### config.mk
export PLATFORM = sky130hd
export DESIGN_NAME = jtag_scan_sequencer_flat
export DESIGN_NICKNAME = d
export VERILOG_FILES = /design/src/rtl/jtag_scan_sequencer_if.sv /design/src/rtl/jtag_scan_sequencer.sv /design/src/flat_wrapper.sv
export SDC_FILE = /design/constraint.sdc
export NUM_CORES = 1
export LEC_CHECK = 0
export BUFFER_PORTS_ARGS = -buffer_cell sky130_fd_sc_hd__buf_2
export CAP_MARGIN = 20
export CELL_PAD_IN_SITES_DETAIL_PLACEMENT = 1
export CELL_PAD_IN_SITES_GLOBAL_PLACEMENT = 1
export CORE_MARGIN = 5
export CORE_UTILIZATION = 45
export CTS_BUF_LIST = sky130_fd_sc_hd__clkbuf_8 sky130_fd_sc_hd__clkbuf_16
export CTS_CLUSTER_DIAMETER = 150
export CTS_CLUSTER_SIZE = 40
export DETAILED_ROUTE_END_ITERATION = 8
export GPL_ROUTABILITY_DRIVEN = 0
export GPL_TIMING_DRIVEN = 1
export PLACE_DENSITY_LB_ADDON = 0.15
export SYNTH_ARGS = -nofsm -noshare
export SYNTH_HDL_FRONTEND = slang
export SYNTH_SLANG_ARGS = --single-unit
### constraint.sdc
create_clock -name clk -period 5.6 [get_ports clk]
set_clock_uncertainty 0.2 [all_clocks]
set_input_delay 1.12 -clock clk [delete_from_list [all_inputs] [get_ports clk]]
set_output_delay 1.12 -clock clk [all_outputs]
set_load 0.1 [all_outputs]
### src/rtl/jtag_scan_sequencer_if.sv
// jtag_scan_sequencer_if
//   Command/response handshake bundle between a host and the JTAG scan
//   sequencer.
//   cmd_valid/cmd_ready : command handshake (host -> sequencer)
//   cmd_op              : 0=RESET, 1=IR_SCAN, 2=DR_SCAN, 3=IDLE
//   cmd_len             : scan bit count (1..32) or IDLE TCK count (0..63)
//   cmd_data            : TDI bits, shifted LSB first
//   rsp_valid/rsp_ready : response handshake (sequencer -> host)
//   rsp_data            : captured TDO bits
//   modport master is the host side, modport slave is the sequencer side.
interface jtag_scan_sequencer_if;
  logic        cmd_valid;
  logic        cmd_ready;
  logic [1:0]  cmd_op;
  logic [5:0]  cmd_len;
  logic [31:0] cmd_data;
  logic        rsp_valid;
  logic        rsp_ready;
  logic [31:0] rsp_data;

  modport master (
    output cmd_valid, cmd_op, cmd_len, cmd_data, rsp_ready,
    input  cmd_ready, rsp_valid, rsp_data
  );

  modport slave (
    input  cmd_valid, cmd_op, cmd_len, cmd_data, rsp_ready,
    output cmd_ready, rsp_valid, rsp_data
  );
endinterface

### src/rtl/jtag_scan_sequencer.sv
// jtag_scan_sequencer
//   Turns RESET / IR_SCAN / DR_SCAN / IDLE commands into TCK/TMS/TDI pin
//   activity toward a 1149.1 TAP, captures TDO during shift bits and returns
//   it as a response. Tracks the target TAP state from the TMS it issues.
//   Ports:
//     clk        : system clock, all logic on its rising edge
//     rst        : synchronous active-high reset
//     bus        : command/response handshake (jtag_scan_sequencer_if.slave)
//     jtag_tck/jtag_tms/jtag_tdi : TAP outputs
//     jtag_tdo   : TAP data input
//     busy       : high from command accept until the response is posted
//     tap_state  : tracked TAP state (1149.1 order, 0x0 TLR .. 0xF UPD_IR)
//   Parameter CLK_DIV : TCK half-period in clk cycles (1..255).
module jtag_scan_sequencer #(
  parameter int CLK_DIV = 2
) (
  input  logic                   clk,
  input  logic                   rst,
  jtag_scan_sequencer_if.slave   bus,
  output logic                   jtag_tck,
  output logic                   jtag_tms,
  output logic                   jtag_tdi,
  input  logic                   jtag_tdo,
  output logic                   busy,
  output logic [3:0]             tap_state
);

  localparam logic [1:0] OP_RESET = 2'd0;
  localparam logic [1:0] OP_IR    = 2'd1;
  localparam logic [1:0] OP_DR    = 2'd2;

  localparam logic [3:0] TAP_TLR    = 4'h0;
  localparam logic [3:0] TAP_RTI    = 4'h1;
  localparam logic [3:0] TAP_SEL_DR = 4'h2;
  localparam logic [3:0] TAP_CAP_DR = 4'h3;
  localparam logic [3:0] TAP_SH_DR  = 4'h4;
  localparam logic [3:0] TAP_EX1_DR = 4'h5;
  localparam logic [3:0] TAP_PA_DR  = 4'h6;
  localparam logic [3:0] TAP_EX2_DR = 4'h7;
  localparam logic [3:0] TAP_UPD_DR = 4'h8;
  localparam logic [3:0] TAP_SEL_IR = 4'h9;
  localparam logic [3:0] TAP_CAP_IR = 4'hA;
  localparam logic [3:0] TAP_SH_IR  = 4'hB;
  localparam logic [3:0] TAP_EX1_IR = 4'hC;
  localparam logic [3:0] TAP_PA_IR  = 4'hD;
  localparam logic [3:0] TAP_EX2_IR = 4'hE;
  localparam logic [3:0] TAP_UPD_IR = 4'hF;

  localparam logic [7:0] DIV_M1 = 8'(CLK_DIV - 1);

  typedef enum logic [1:0] {ST_IDLE, ST_SETUP, ST_LOW, ST_HIGH} state_t;

  function automatic logic [3:0] tap_next(input logic [3:0] s, input logic tms);
    logic [3:0] n;
    case (s)
      TAP_TLR:    n = tms ? TAP_TLR    : TAP_RTI;
      TAP_RTI:    n = tms ? TAP_SEL_DR : TAP_RTI;
      TAP_SEL_DR: n = tms ? TAP_SEL_IR : TAP_CAP_DR;
      TAP_CAP_DR: n = tms ? TAP_EX1_DR : TAP_SH_DR;
      TAP_SH_DR:  n = tms ? TAP_EX1_DR : TAP_SH_DR;
      TAP_EX1_DR: n = tms ? TAP_UPD_DR : TAP_PA_DR;
      TAP_PA_DR:  n = tms ? TAP_EX2_DR : TAP_PA_DR;
      TAP_EX2_DR: n = tms ? TAP_UPD_DR : TAP_SH_DR;
      TAP_UPD_DR: n = tms ? TAP_SEL_DR : TAP_RTI;
      TAP_SEL_IR: n = tms ? TAP_TLR    : TAP_CAP_IR;
      TAP_CAP_IR: n = tms ? TAP_EX1_IR : TAP_SH_IR;
      TAP_SH_IR:  n = tms ? TAP_EX1_IR : TAP_SH_IR;
      TAP_EX1_IR: n = tms ? TAP_UPD_IR : TAP_PA_IR;
      TAP_PA_IR:  n = tms ? TAP_EX2_IR : TAP_PA_IR;
      TAP_EX2_IR: n = tms ? TAP_UPD_IR : TAP_SH_IR;
      default:    n = tms ? TAP_SEL_DR : TAP_RTI;
    endcase
    return n;
  endfunction

  state_t      state_q;
  logic [1:0]  op_q;
  logic [5:0]  len_q;
  logic [31:0] data_q;
  logic        pre_q;
  logic [6:0]  total_q;
  logic [6:0]  k_q;
  logic [7:0]  cnt_q;
  logic        tck_q, tms_q, tdi_q, shift_q;
  logic [4:0]  bit_q;
  logic        busy_q, rsp_valid_q;
  logic [31:0] rsp_data_q;
  logic [3:0]  tap_q;

  logic        accept;
  logic        pre_d, scan_ok;
  logic [6:0]  len7, pre7, total_d;
  logic [6:0]  k_nxt, j, hdr, lenq7, idx;
  logic        tms_d, tdi_d, shift_d;
  logic [4:0]  bit_d;

  assign bus.cmd_ready = !rst && !busy_q && !rsp_valid_q;
  assign accept        = bus.cmd_valid && bus.cmd_ready;

  // Length of the TCK sequence for the command on the bus. A zero total
  // means the command completes without any pin activity.
  always_comb begin
    len7    = {1'b0, bus.cmd_len};
    pre_d   = (tap_q == TAP_TLR) && (bus.cmd_op != OP_RESET);
    pre7    = {6'd0, pre_d};
    scan_ok = (bus.cmd_len != 6'd0) && (bus.cmd_len <= 6'd32);
    total_d = '0;
    case (bus.cmd_op)
      OP_RESET: total_d = 7'd6;
      OP_IR:    if (scan_ok) total_d = len7 + 7'd6 + pre7;
      OP_DR:    if (scan_ok) total_d = len7 + 7'd5 + pre7;
      default:  if (bus.cmd_len != 6'd0) total_d = len7 + pre7;
    endcase
  end

  // TMS/TDI plan for TCK number k_nxt. The optional prepended TLR->RTI TCK
  // occupies slot 0; j is the position within the nominal sequence.
  always_comb begin
    k_nxt   = (state_q == ST_SETUP) ? 7'd0 : k_q + 7'd1;
    j       = k_nxt - {6'd0, pre_q};
    hdr     = (op_q == OP_IR) ? 7'd4 : 7'd3;
    lenq7   = {1'b0, len_q};
    idx     = j - hdr;
    tms_d   = 1'b0;
    tdi_d   = 1'b0;
    shift_d = 1'b0;
    bit_d   = '0;
    case (op_q)
      OP_RESET: tms_d = (k_nxt < 7'd5);
      OP_IR, OP_DR: begin
        if (!(pre_q && (k_nxt == 7'd0))) begin
          if (j < hdr) begin
            tms_d = (op_q == OP_IR) ? (j < 7'd2) : (j == 7'd0);
          end else if (j < hdr + lenq7) begin
            shift_d = 1'b1;
            bit_d   = idx[4:0];
            tdi_d   = data_q[idx[4:0]];
            tms_d   = (idx == lenq7 - 7'd1);
          end else begin
            tms_d = (j == hdr + lenq7);
          end
        end
      end
      default: tms_d = 1'b0;
    endcase
  end

  always_ff @(posedge clk) begin
    if (accept) data_q <= bus.cmd_data;
  end

  always_ff @(posedge clk) begin
    if (rst) begin
      state_q     <= ST_IDLE;
      op_q        <= OP_RESET;
      len_q       <= '0;
      pre_q       <= 1'b0;
      total_q     <= '0;
      k_q         <= '0;
      cnt_q       <= '0;
      tck_q       <= 1'b0;
      tms_q       <= 1'b1;
      tdi_q       <= 1'b0;
      shift_q     <= 1'b0;
      bit_q       <= '0;
      busy_q      <= 1'b0;
      rsp_valid_q <= 1'b0;
      rsp_data_q  <= '0;
      tap_q       <= TAP_TLR;
    end else begin
      if (rsp_valid_q && bus.rsp_ready) rsp_valid_q <= 1'b0;
      case (state_q)
        // accept: latch the command and clear the previous response
        ST_IDLE: begin
          if (accept) begin
            op_q       <= bus.cmd_op;
            len_q      <= bus.cmd_len;
            pre_q      <= pre_d;
            total_q    <= total_d;
            busy_q     <= 1'b1;
            rsp_data_q <= '0;
            state_q    <= ST_SETUP;
          end
        end
        // setup: present the first TCK's TMS/TDI, or finish at once
        ST_SETUP: begin
          if (total_q == 7'd0) begin
            busy_q      <= 1'b0;
            rsp_valid_q <= 1'b1;
            state_q     <= ST_IDLE;
          end else begin
            k_q     <= '0;
            tck_q   <= 1'b0;
            tms_q   <= tms_d;
            tdi_q   <= tdi_d;
            shift_q <= shift_d;
            bit_q   <= bit_d;
            cnt_q   <= DIV_M1;
            state_q <= ST_LOW;
          end
        end
        // low phase: the edge that raises TCK samples TDO and steps the TAP
        ST_LOW: begin
          if (cnt_q == 8'd0) begin
            tck_q   <= 1'b1;
            cnt_q   <= DIV_M1;
            tap_q   <= tap_next(tap_q, tms_q);
            if (shift_q) rsp_data_q[bit_q] <= jtag_tdo;
            state_q <= ST_HIGH;
          end else begin
            cnt_q <= cnt_q - 8'd1;
          end
        end
        // high phase: the edge that lowers TCK loads the next TMS/TDI
        default: begin
          if (cnt_q == 8'd0) begin
            tck_q <= 1'b0;
            if (k_q == total_q - 7'd1) begin
              tdi_q       <= 1'b0;
              shift_q     <= 1'b0;
              busy_q      <= 1'b0;
              rsp_valid_q <= 1'b1;
              state_q     <= ST_IDLE;
            end else begin
              k_q     <= k_nxt;
              tms_q   <= tms_d;
              tdi_q   <= tdi_d;
              shift_q <= shift_d;
              bit_q   <= bit_d;
              cnt_q   <= DIV_M1;
              state_q <= ST_LOW;
            end
          end else begin
            cnt_q <= cnt_q - 8'd1;
          end
        end
      endcase
    end
  end

  assign jtag_tck     = tck_q;
  assign jtag_tms     = tms_q;
  assign jtag_tdi     = tdi_q;
  assign busy         = busy_q;
  assign tap_state    = tap_q;
  assign bus.rsp_valid = rsp_valid_q;
  assign bus.rsp_data  = rsp_data_q;

endmodule

### src/flat_wrapper.sv
// flat-port wrapper written by rule: the top's interface ports become plain ports
module jtag_scan_sequencer_flat 
#(
  parameter int CLK_DIV = 2
)
  (clk, rst, jtag_tck, jtag_tms, jtag_tdi, jtag_tdo, busy, tap_state, bus_cmd_valid, bus_cmd_op, bus_cmd_len, bus_cmd_data, bus_rsp_ready, bus_cmd_ready, bus_rsp_valid, bus_rsp_data);
  jtag_scan_sequencer_if bus_i ();
  input  logic clk;
  input  logic rst;
  output logic jtag_tck;
  output logic jtag_tms;
  output logic jtag_tdi;
  input  logic jtag_tdo;
  output logic busy;
  output logic [3:0] tap_state;
  input wire logic [$bits(bus_i.cmd_valid)-1:0] bus_cmd_valid;
  input wire logic [$bits(bus_i.cmd_op)-1:0] bus_cmd_op;
  input wire logic [$bits(bus_i.cmd_len)-1:0] bus_cmd_len;
  input wire logic [$bits(bus_i.cmd_data)-1:0] bus_cmd_data;
  input wire logic [$bits(bus_i.rsp_ready)-1:0] bus_rsp_ready;
  output wire logic [$bits(bus_i.cmd_ready)-1:0] bus_cmd_ready;
  output wire logic [$bits(bus_i.rsp_valid)-1:0] bus_rsp_valid;
  output wire logic [$bits(bus_i.rsp_data)-1:0] bus_rsp_data;
  assign bus_i.cmd_valid = bus_cmd_valid;
  assign bus_i.cmd_op = bus_cmd_op;
  assign bus_i.cmd_len = bus_cmd_len;
  assign bus_i.cmd_data = bus_cmd_data;
  assign bus_i.rsp_ready = bus_rsp_ready;
  assign bus_cmd_ready = bus_i.cmd_ready;
  assign bus_rsp_valid = bus_i.rsp_valid;
  assign bus_rsp_data = bus_i.rsp_data;
  jtag_scan_sequencer #(.CLK_DIV(CLK_DIV)) u_core (.clk(clk), .rst(rst), .bus(bus_i), .jtag_tck(jtag_tck), .jtag_tms(jtag_tms), .jtag_tdi(jtag_tdi), .jtag_tdo(jtag_tdo), .busy(busy), .tap_state(tap_state));
endmodule
* Word level (Yosys, flattened, before mapping)
Index checks and enable logic that the tools add are counted.
Cells by class: $add $sub $neg 12, $lt $le $gt $ge 8, equal/unequal tests 28, mux-type cells 90, bitwise operators 3, reduce and logical (&&, ||, !) cells 38
Operators by type and width (count):
- $mux 32 | 3
- $pmux 32 s2 | 1
- $mux 7 | 7
- $pmux 4 s11 | 1
- $mux 1 | 37
- $mux 5 | 7
- $bwmux 32 | 1
- $mux 8 | 4
- $eq 4x4->1 const B | 6
- $pmux 8 s3 | 1
- $eq 7x7->1 | 3
- $logic_not 7->1 | 3
- $pmux 7 s3 | 1
- $eq 4x3->1 const B | 4
- $mux 2 | 8
- $mux 4 | 4
- $add 6x3->7 const B | 2
- $add 7x1->7 | 2
- $lt 7x7->1 | 2
- $pmux 7 s2 | 1
- $lt 5x6->1 const B | 2
- $reduce_and 4->1 | 3
- $pmux 1 s2 | 5
- $pmux 5 s2 | 1
- other kinds (36) | 70
Word-level totals: flip-flop bits (word level) 112, input bits 45, output and inout bits 42, word-level logic and storage cells 196

* Depth between registers and ports, before layout
Gate-level depths: netlist of the first run.
word-level depth 13, gate-level depth with buffers 17, gate-level depth less buffers 16

* Least setup slack after synthesis of the first run
OpenSTA, ideal clock, no wires.
path kind input-to-reg, start point input port rst, end point register u_core.rsp_data_q[28], in the netlist u_core.bus.rsp_data[28], library setup time 70 ps, arrival time 5673 ps, required time 5330 ps, slack -344 ps, cell stages on the path 8, cell sequence nor3_1 and2_1 nand2b_1 nor2_1 o211ai_1 nor3_1 nand2_1 a21oi_1
Between the ends: word-level cells in the longest chain between the ends 6
Ends and longest elaborated chain:
- start: declaration | line flat_wrapper.sv:9 | input logic rst;
- $logic_not 1->1 | line jtag_scan_sequencer.sv:97 | assign bus.cmd_ready = !rst && !busy_q && !rsp_valid_q;
- $logic_and 1x1->1 (2 in series) | line jtag_scan_sequencer.sv:97
- $logic_and 1x1->1 | line jtag_scan_sequencer.sv:98 | assign accept = bus.cmd_valid && bus.cmd_ready;
- net u_core.accept | line jtag_scan_sequencer.sv:90 | logic accept;
- $ne 2x1->1 (no source line)
- $reduce_and 4->1 (no source line)
- end signal: indexed assignment | line jtag_scan_sequencer.sv:208 | if (shift_q) rsp_data_q[bit_q] <= jtag_tdo;
- end: declaration | line jtag_scan_sequencer.sv:87 | logic [31:0] rsp_data_q;
The timed path passes the listed nets, and every way through them passes these cells. A chain may end at the register's enable or synchronous reset.

* Worst setup path after layout of the first run
start point register u_core.state_q[0], end point register u_core.bit_q[1]
Between the ends: word-level cells in the longest chain between the ends 11, elaborated cells between the ends (all ways) 24, classes of those cells 2 x add/sub; 2 x order compare; 4 x eq/ne; 9 x mux; 1 x bitwise; 6 x reduce/logical
Ends and longest elaborated chain:
- start: declaration | line jtag_scan_sequencer.sv:76 | state_t state_q;
- start signal: assignment | line jtag_scan_sequencer.sv:154 | state_q <= ST_IDLE;
- start signal: assignment | line jtag_scan_sequencer.sv:182 | state_q <= ST_SETUP;
- start signal: assignment | line jtag_scan_sequencer.sv:190 | state_q <= ST_IDLE;
- $eq 2x1->1 | line jtag_scan_sequencer.sv:119, jtag_scan_sequencer.sv:172
- $mux 7 | line jtag_scan_sequencer.sv:119 | k_nxt = (state_q == ST_SETUP) ? 7'd0 : k_q + 7'd1;
- $sub 7x1->7 | line jtag_scan_sequencer.sv:120 | j = k_nxt - {6'd0, pre_q};
- $sub 7x7->7 / $lt 7x7->1 (equally long branches) | line jtag_scan_sequencer.sv:123, jtag_scan_sequencer.sv:134
- $mux 5 | line jtag_scan_sequencer.sv:134 | end else if (j < hdr + lenq7) begin
- $mux 5 | line jtag_scan_sequencer.sv:132 | if (j < hdr) begin
- $mux 5 | line jtag_scan_sequencer.sv:131 | if (!(pre_q && (k_nxt == 7'd0))) begin
- $mux 5 | line jtag_scan_sequencer.sv:128 | case (op_q)
- $mux 5 | line jtag_scan_sequencer.sv:218 | if (k_q == total_q - 7'd1) begin
- $mux 5 | line jtag_scan_sequencer.sv:216 | if (cnt_q == 8'd0) begin
- $pmux 5 s2 | line jtag_scan_sequencer.sv:172 | case (state_q)
- end signal: assignment | line jtag_scan_sequencer.sv:197 | bit_q <= bit_d;
- end signal: assignment | line jtag_scan_sequencer.sv:229 | bit_q <= bit_d;
- end: declaration | line jtag_scan_sequencer.sv:85 | logic [4:0] bit_q;
Parallel ways exist; a longest one is shown, timed or not. The select of a mux whose other input is x is not followed.

==> summary.txt, run 1 <==
Global route
  • GRT Total Usage: 0.207
  • Antenna violations before repair: 0
  • Largest net degree at the start of global routing: 75
  • Global-route wire length before repair: 29800 um
  • Number of global-route vias before repair: 5789
  • Total grt overflow: 0

STA
  • Final min period: 4.39 ns
  • RSZ-0062 raised after global routing: no
  • Slew Limit Fails: 0
  • Setup TNS: 0 ns
  • Final hold viol count: 0
  • Slew @ Worst Pin: 0.930 ns
  • Headroom to the max-slew limit: 0.379
  • Post-route clock period utilization: 0.784
  • Final setup viols: 0
  • Fmax: 0.228 GHz

Power
  • Pwr dens: 353 nW/um2
  • Pleak: 2.91 nW
  • Power Total: 2.63 mW
  • Worst VDD drop: 0.164 mV

Critical path
  • Data arrival, critical path: 4.49 ns
  • CP endpoint kind: flip-flop
  • Worst Setup Start Kind: flip-flop
  • Reg2reg start: u_core.state_q[0]$_SDFFE_PP0P_
  • Reg2reg setup slack: 1.21 ns
  • CP startpoint: u_core.state_q[0]$_SDFFE_PP0P_
  • Maximum fanout along the worst path: 14
  • Worst Path Required: 5.70 ns
  • Setup CP Type: flip-flop to flip-flop

Synthesis
  • Post-synth cell types: 85
  • Syn Nets: 818
  • Mapped Area: 6670 um2
  • EDFF count, synth: 32
  • Flip-flop and latch count after synthesis: 112
  • Synth Area per Inst: 8.97 um2
  • Synth warn: 0
  • Share of the synthesized area in the top cell type: 0.240
  • Sequential share of the synthesized area: 0.384
  • Async S/R FF share, synth: 0
  • Post-Syn Instances: 744
  • Main synth FF type: dfxtp_1
  • Largest area contributor in the netlist: dfxtp_1
  • Synth area leaders: dfxtp_1 (24%), edfxtp_1 (14%), a21oi_1 (7.3%), ha_1 (5.1%), o21ai_0 (3.9%)

Drt
  • Routed Antenna Nets: 0
  • 1st-iter DRT viols: 355
  • DRT Pass-1 Iters: 7
  • Final wirelength: 18200 um
  • DR vias/cell: 5.79
  • Via count: 5698
  • Routed wire length per instance: 18.5 um
  • DRC errors left: 0

Layout
  • Antenna diodes: 0
  • Most frequent cells in the layout: a21oi_1 (97), buf_2 (87), dfxtp_1 (80), nand2_1 (69), nor2_1 (62)
  • Final core utilization: 0.514
  • Share of cells above drive strength 1: 0.196
  • Fin area: 7460 um2
  • Commonest non-fill, non-tap cell in the layout: a21oi_1
  • Layout net count: 869
  • Area Growth Syn to Fin: 11.8%

Die
  • Die width: 132 um
  • Core Area: 14500 um2
  • Boundary Pins: 87
  • Row Count: 44
  • Height of the die: 132 um
  • Starting Density: 0.459
  • Die footprint: 17400 um2

Placed design
  • IO buf count: 86
  • Dpl cell area: 7150 um2
  • Dpl hpwl: 13500 um

CTS
  • Clk_lat worst skew: 0.37 ns
  • CTS Hold Buffers Added: 0
  • PostCTS Resize Cnt: 0
  • CTS tree: built
  • Worst-path clk slew: 0.08 ns
  • Post-CTS Setup Inserts: 0
  • H-tree Lvls: 3
  • TritonCTS Buffers: 9
  • Num Clock Sinks: 112
  • Longest Clk Path Bufs: 2
  • Clock Root Buffer: clkbuf_16

Hold path
  • Worst Hold Class: flip-flop to flip-flop
  • HP Start: u_core.bus.rsp_data[21]$_SDFFE_PP0P_

Flow run
  • Max Cap Violations: 0

Run status
  • Status: complete, no violations
-- metal layers --
metal / up-vias / global-route usage / routed length (um)
met5: - / 0 / 0
met4: 0 / 0.0697 / 293
met3: 21 / 0.0344 / 613
met2: 105 / 0.354 / 9100
met1: 2811 / 0.268 / 8160
li1: 2761 / - / -
-- cells in the mapped netlist, drive strengths merged (4+ instances only) --
cell,n
nor3,15
edfxtp,32
mux2i,7
nand2,72
xnor2,25
o22ai,7
nand2b,10
a21o,4
o211ai,5
clkbuf,40
nand3,14
mux4,9
nand4,4
nor2,65
nor4,4
nor3b,7
nor2b,11
or2,5
dfxtp,80
a211oi,10
buf,13
nand3b,5
or3,4
a22oi,11
and2,5
a21oi,99
a31oi,5
xor2,24
ha,27
o21ai,55
inv,27
-- final timing paths --
kind	to	depth (start not counted)
max reg2reg	u_core.bit_q[1]$_SDFFE_PP0P_	16
min reg2reg	u_core.bus.rsp_data[21]$_SDFFE_PP0P_	2
min	u_core.bus.rsp_data[21]$_SDFFE_PP0P_	2
max	u_core.bit_q[1]$_SDFFE_PP0P_	16
-- power breakdown --
part / switching (mW) / leakage (nW) / total, mW / internal [mW]
clock: 0.345 / 0.146 / 0.663 / 0.317
combinational: 0.586 / 1.82 / 1.00 / 0.417
sequential: 0.0705 / 0.946 / 0.969 / 0.899
-- sequential cells by signal (all words and copies together) (netlist names), 2 cells and up --
signal and count:
u_core.bus.rsp_data 32, u_core.data_q 32, u_core.state_q 2, u_core.len_q 6, u_core.op_q 2, u_core.k_q 7, u_core.bit_q 5, u_core.tap_state 4
u_core.total_q 7, u_core.cnt_q 8
-- per-stage QoR --
stage	setup WS, ns	hold slack [ns]	cells
after floorplan	0.596	0.253	744
after global placement	1.48	0.252	967
after detailed placement	1.35	0.268	967
after CTS	1.26	0.282	983
after global routing	0.916	0.298	984
final	1.21	0.274	984
-- critical path, stage by stage, from the launching register on --
cell      delay, ns
dfxtp_1        0.61
nand2b_1       0.27
nand2b_1       0.20
ha_1           0.28
ha_1           0.29
o21ai_2        0.12
a21oi_2        0.22
nand4_1        0.12
a22oi_1        0.34
inv_1          0.13
ha_1           0.37
nand2_1        0.09
a21oi_1        0.06
a31o_2         0.27
nor4b_4        0.51
a22oi_1        0.14
nor2_1         0.11
-- cell families after synthesis --
logic type               Yosys count  share of synthesized area
flip-flops                       112                      0.384
AO/OA/AOI/OAI                    219                      0.206
buffers and inverters             80                     0.0499
multiplexers                      17                     0.0426
AND/OR/NAND/NOR                  234                      0.184
XOR/XNOR                          52                     0.0757
adder cells (fa/ha/maj)           30                     0.0581
-- final cells by class --
cell class	count	area, um2
multi-input cells	552	3780
clock inverters	7	81.3
repair buffers	93	480
clock buffers	9	225
flip-flops and latches	112	2560
well taps	184	230
fillers	1756	7070
inverters	27	101
Note: power is estimated with default switching activity, not from simulation.
==> run 2, diff against run 1 <==
CORE_UTILIZATION = 40   (was 45)
clock period = 3.8 ns   (was 5.6 ns; I/O delays follow)
==> summary.txt, run 2 (synthesis results as in run 1) <==
Global route
  • Antenna violations before repair: 0 (unchanged)
  • GRT Total Usage: 0.191 (was 0.207)
  • Global-route wire length before repair: 30500 um (was 29800 um)
  • Largest net degree at the start of global routing: 75 (unchanged)
  • Number of global-route vias before repair: 6022 (was 5789)
  • Total grt overflow: 0 (unchanged)

Die
  • Starting Density: 0.405 (was 0.459)
  • Height of the die: 139 um (was 132 um)
  • Row Count: 47 (was 44)
  • Die width: 139 um (was 132 um)
  • Boundary Pins: 87 (unchanged)
  • Die footprint: 19400 um2 (was 17400 um2)
  • Core Area: 16500 um2 (was 14500 um2)

Power
  • Clock network fraction of total power: 0.248 (was 0.252)
  • Pwr dens: 516 nW/um2 (was 353 nW/um2)
  • Switching power: 1.47 mW (was 1.00 mW)
  • Sequential power share: 0.353 (was 0.368)
  • Power Total: 4.01 mW (was 2.63 mW)
  • Worst VDD drop: 0.355 mV (was 0.164 mV)
  • Sw frac: 0.367 (was 0.380)
  • Pleak: 3.04 nW (was 2.91 nW)
  • P_int: 2.53 mW (was 1.63 mW)
  • Comb power frac: 0.399 (was 0.381)

STA
  • Final setup viols: 0 (unchanged)
  • Hold Slack: 0.274 ns (about the same)
  • Slew @ Worst Pin: 0.982 ns (was 0.930 ns)
  • Worst setup margin: 0.158 ns (was 1.21 ns)
  • Slew Limit Fails: 0 (unchanged)
  • Fmax: 0.275 GHz (was 0.228 GHz)
  • Headroom to the max-slew limit: 0.344 (was 0.379)
  • Final min period: 3.64 ns (was 4.39 ns)
  • Final hold viol count: 0 (unchanged)
  • Post-route clock period utilization: 0.958 (was 0.784)
  • Setup TNS: 0 ns (unchanged)

Critical path
  • Critical path's most frequent cell: nand2b_4 (was ha_1)
  • Data arrival, critical path: 3.66 ns (was 4.49 ns)
  • CP cell instances: nand2b_4, nand2b_4, ha_1, ha_2, inv_1, fa_2, a21o_1, nand3b_1, a22oi_2, xnor2_2, mux4_2, mux2_2, a22oi_1, nor2_1 (was nand2b_1, nand2b_1, ha_1, ha_1, o21ai_2, a21oi_2, nand4_1, a22oi_1, inv_1, ha_1, nand2_1, a21oi_1, a31o_2, nor4b_4, a22oi_1, nor2_1)
  • Slowest stage delay, CP: 0.44 ns (was 0.61 ns)
  • Setup CP Type: flip-flop to flip-flop (unchanged)
  • Slowest cell on the critical path: fa_2 (was dfxtp_1)
  • R2R cell count: 14 (was 16)
  • Worst Setup Start Kind: flip-flop (unchanged)
  • CP endpoint kind: flip-flop (unchanged)
  • Maximum fanout along the worst path: 5 (was 14)
  • Worst Path Required: 3.82 ns (was 5.70 ns)

Drt
  • Routed Antenna Nets: 0 (unchanged)
  • Final wirelength: 18600 um (was 18200 um)
  • DRT Pass-1 Iters: 4 (was 7)
  • Via count: 5686 (was 5698)
  • DR vias/cell: 5.46 (was 5.79)
  • 1st-iter DRT viols: 236 (was 355)
  • DRC errors left: 0 (unchanged)
  • Routed wire length per instance: 17.9 um (was 18.5 um)

Flow run
  • Max Cap Violations: 0 (unchanged)

CTS
  • H-tree Lvls: 3 (unchanged)
  • CTS tree: built (unchanged)
  • Longest Clk Path Bufs: 2 (unchanged)
  • Clk_lat worst skew: 0.37 ns (about the same)
  • Worst-path clk slew: 0.08 ns (about the same)
  • Post-CTS Setup Inserts: 0 (unchanged)
  • Num Clock Sinks: 112 (unchanged)
  • Clock Root Buffer: clkbuf_16 (unchanged)
  • CTS Hold Buffers Added: 0 (unchanged)
  • TritonCTS Buffers: 9 (unchanged)

Run status
  • Status: complete, no violations (unchanged)

Placed design
  • Dpl ws: 0.0365 ns (was 1.35 ns)
  • IO buf count: 86 (unchanged)
  • Dpl hpwl: 14000 um (was 13500 um)

Layout
  • Antenna diodes: 0 (unchanged)
  • # fillers: 1929 (was 1756)
  • Most frequent cells in the layout: a21oi_1 (97), buf_2 (86), dfxtp_1 (79), nand2_1 (69), nor2_1 (62) (was a21oi_1 (97), buf_2 (87), dfxtp_1 (80), nand2_1 (69), nor2_1 (62))
  • Final core utilization: 0.471 (was 0.514)
  • Area Growth Syn to Fin: 16.3% (was 11.8%)
  • Layout net count: 891 (was 869)
  • Share of cells above drive strength 1: 0.231 (was 0.196)
  • Commonest non-fill, non-tap cell in the layout: a21oi_1 (unchanged)

Hold path
  • Worst Hold Class: flip-flop to flip-flop (unchanged)
  • Hold depth: 2 (unchanged)
## run 2: cell count changes in the layout (fill, tap and decap cells not counted), sizes merged
cell,delta
inv,+3
bufinv,+1
buf,+22
clkinv,-4
## run 2: routing by layer
| layer | track usage | up-vias | part of all wire |
|---|---|---|---|
| met2 | 0.337 | 109 | 0.50 |
| met1 | 0.235 | 2754 | 0.44 |
| met4 | 0.0505 | 0 | 0.019 |
| li1 | - | 2793 | - |
| met3 | 0.0466 | 30 | 0.039 |
| met5 | 0 | - | 0 |
## run 2: area by class of cell
class | instances | area, um2 | share of cell area
well taps | 220 | 275 | 0.0355
inverters | 27 | 101 | 0.0131
flip-flops and latches | 112 | 2560 | 0.330
repair buffers | 115 | 648 | 0.0835
clock buffers | 9 | 225 | 0.0290
clock inverters | 7 | 78.8 | 0.0102
multi-input cells | 552 | 3870 | 0.498
## run 2: path summary, 6_finish.rpt
path | end | slack (ns) | from
setup / recovery | u_core.jtag_tdi$_SDFFE_PP0P_ | 0.16 | u_core.state_q[1]$_SDFFE_PP0P_
hold / removal | u_core.bus.rsp_data[31]$_SDFFE_PP0P_ | 0.27 | u_core.bus.rsp_data[31]$_SDFFE_PP0P_
setup reg to reg | u_core.jtag_tdi$_SDFFE_PP0P_ | 0.16 | u_core.state_q[1]$_SDFFE_PP0P_
hold reg to reg | u_core.bus.rsp_data[31]$_SDFFE_PP0P_ | 0.27 | u_core.bus.rsp_data[31]$_SDFFE_PP0P_
## run 2: timing repair
item,4_1_cts,5_1_grt
endpoints found under the setup margin,0,8
endpoints found under the hold margin,0,0
resized for setup,0,11
## run 2: worst max-delay path, delay by kind of cell, from the launching register on
family          cells  cell delay (ns)
compound gates      3             0.62
xor+xnor            1             0.19
fa+ha+maj           3             0.98
buf+inv             1             0.09
flops               1             0.34
mux                 2             0.60
simple gates        4             0.46
## run 2: per-stage QoR
stage                     cells  cell area, um2
after floorplan             744            6700
after global placement     1026            7390
after detailed placement   1026            7390
after CTS                  1042            7690
after global routing       1042            7760
final                      1042            7760
## run 2: power groups by stage
stage                     clock (mW)  combinational, mW  sequential [mW]
after floorplan                    0               1.13             1.47
after global placement             0               1.52             1.43
after detailed placement           0               1.57             1.44
after CTS                       1.02               1.58             1.41
after global routing            1.08               1.75             1.43
final                          0.992               1.60             1.41
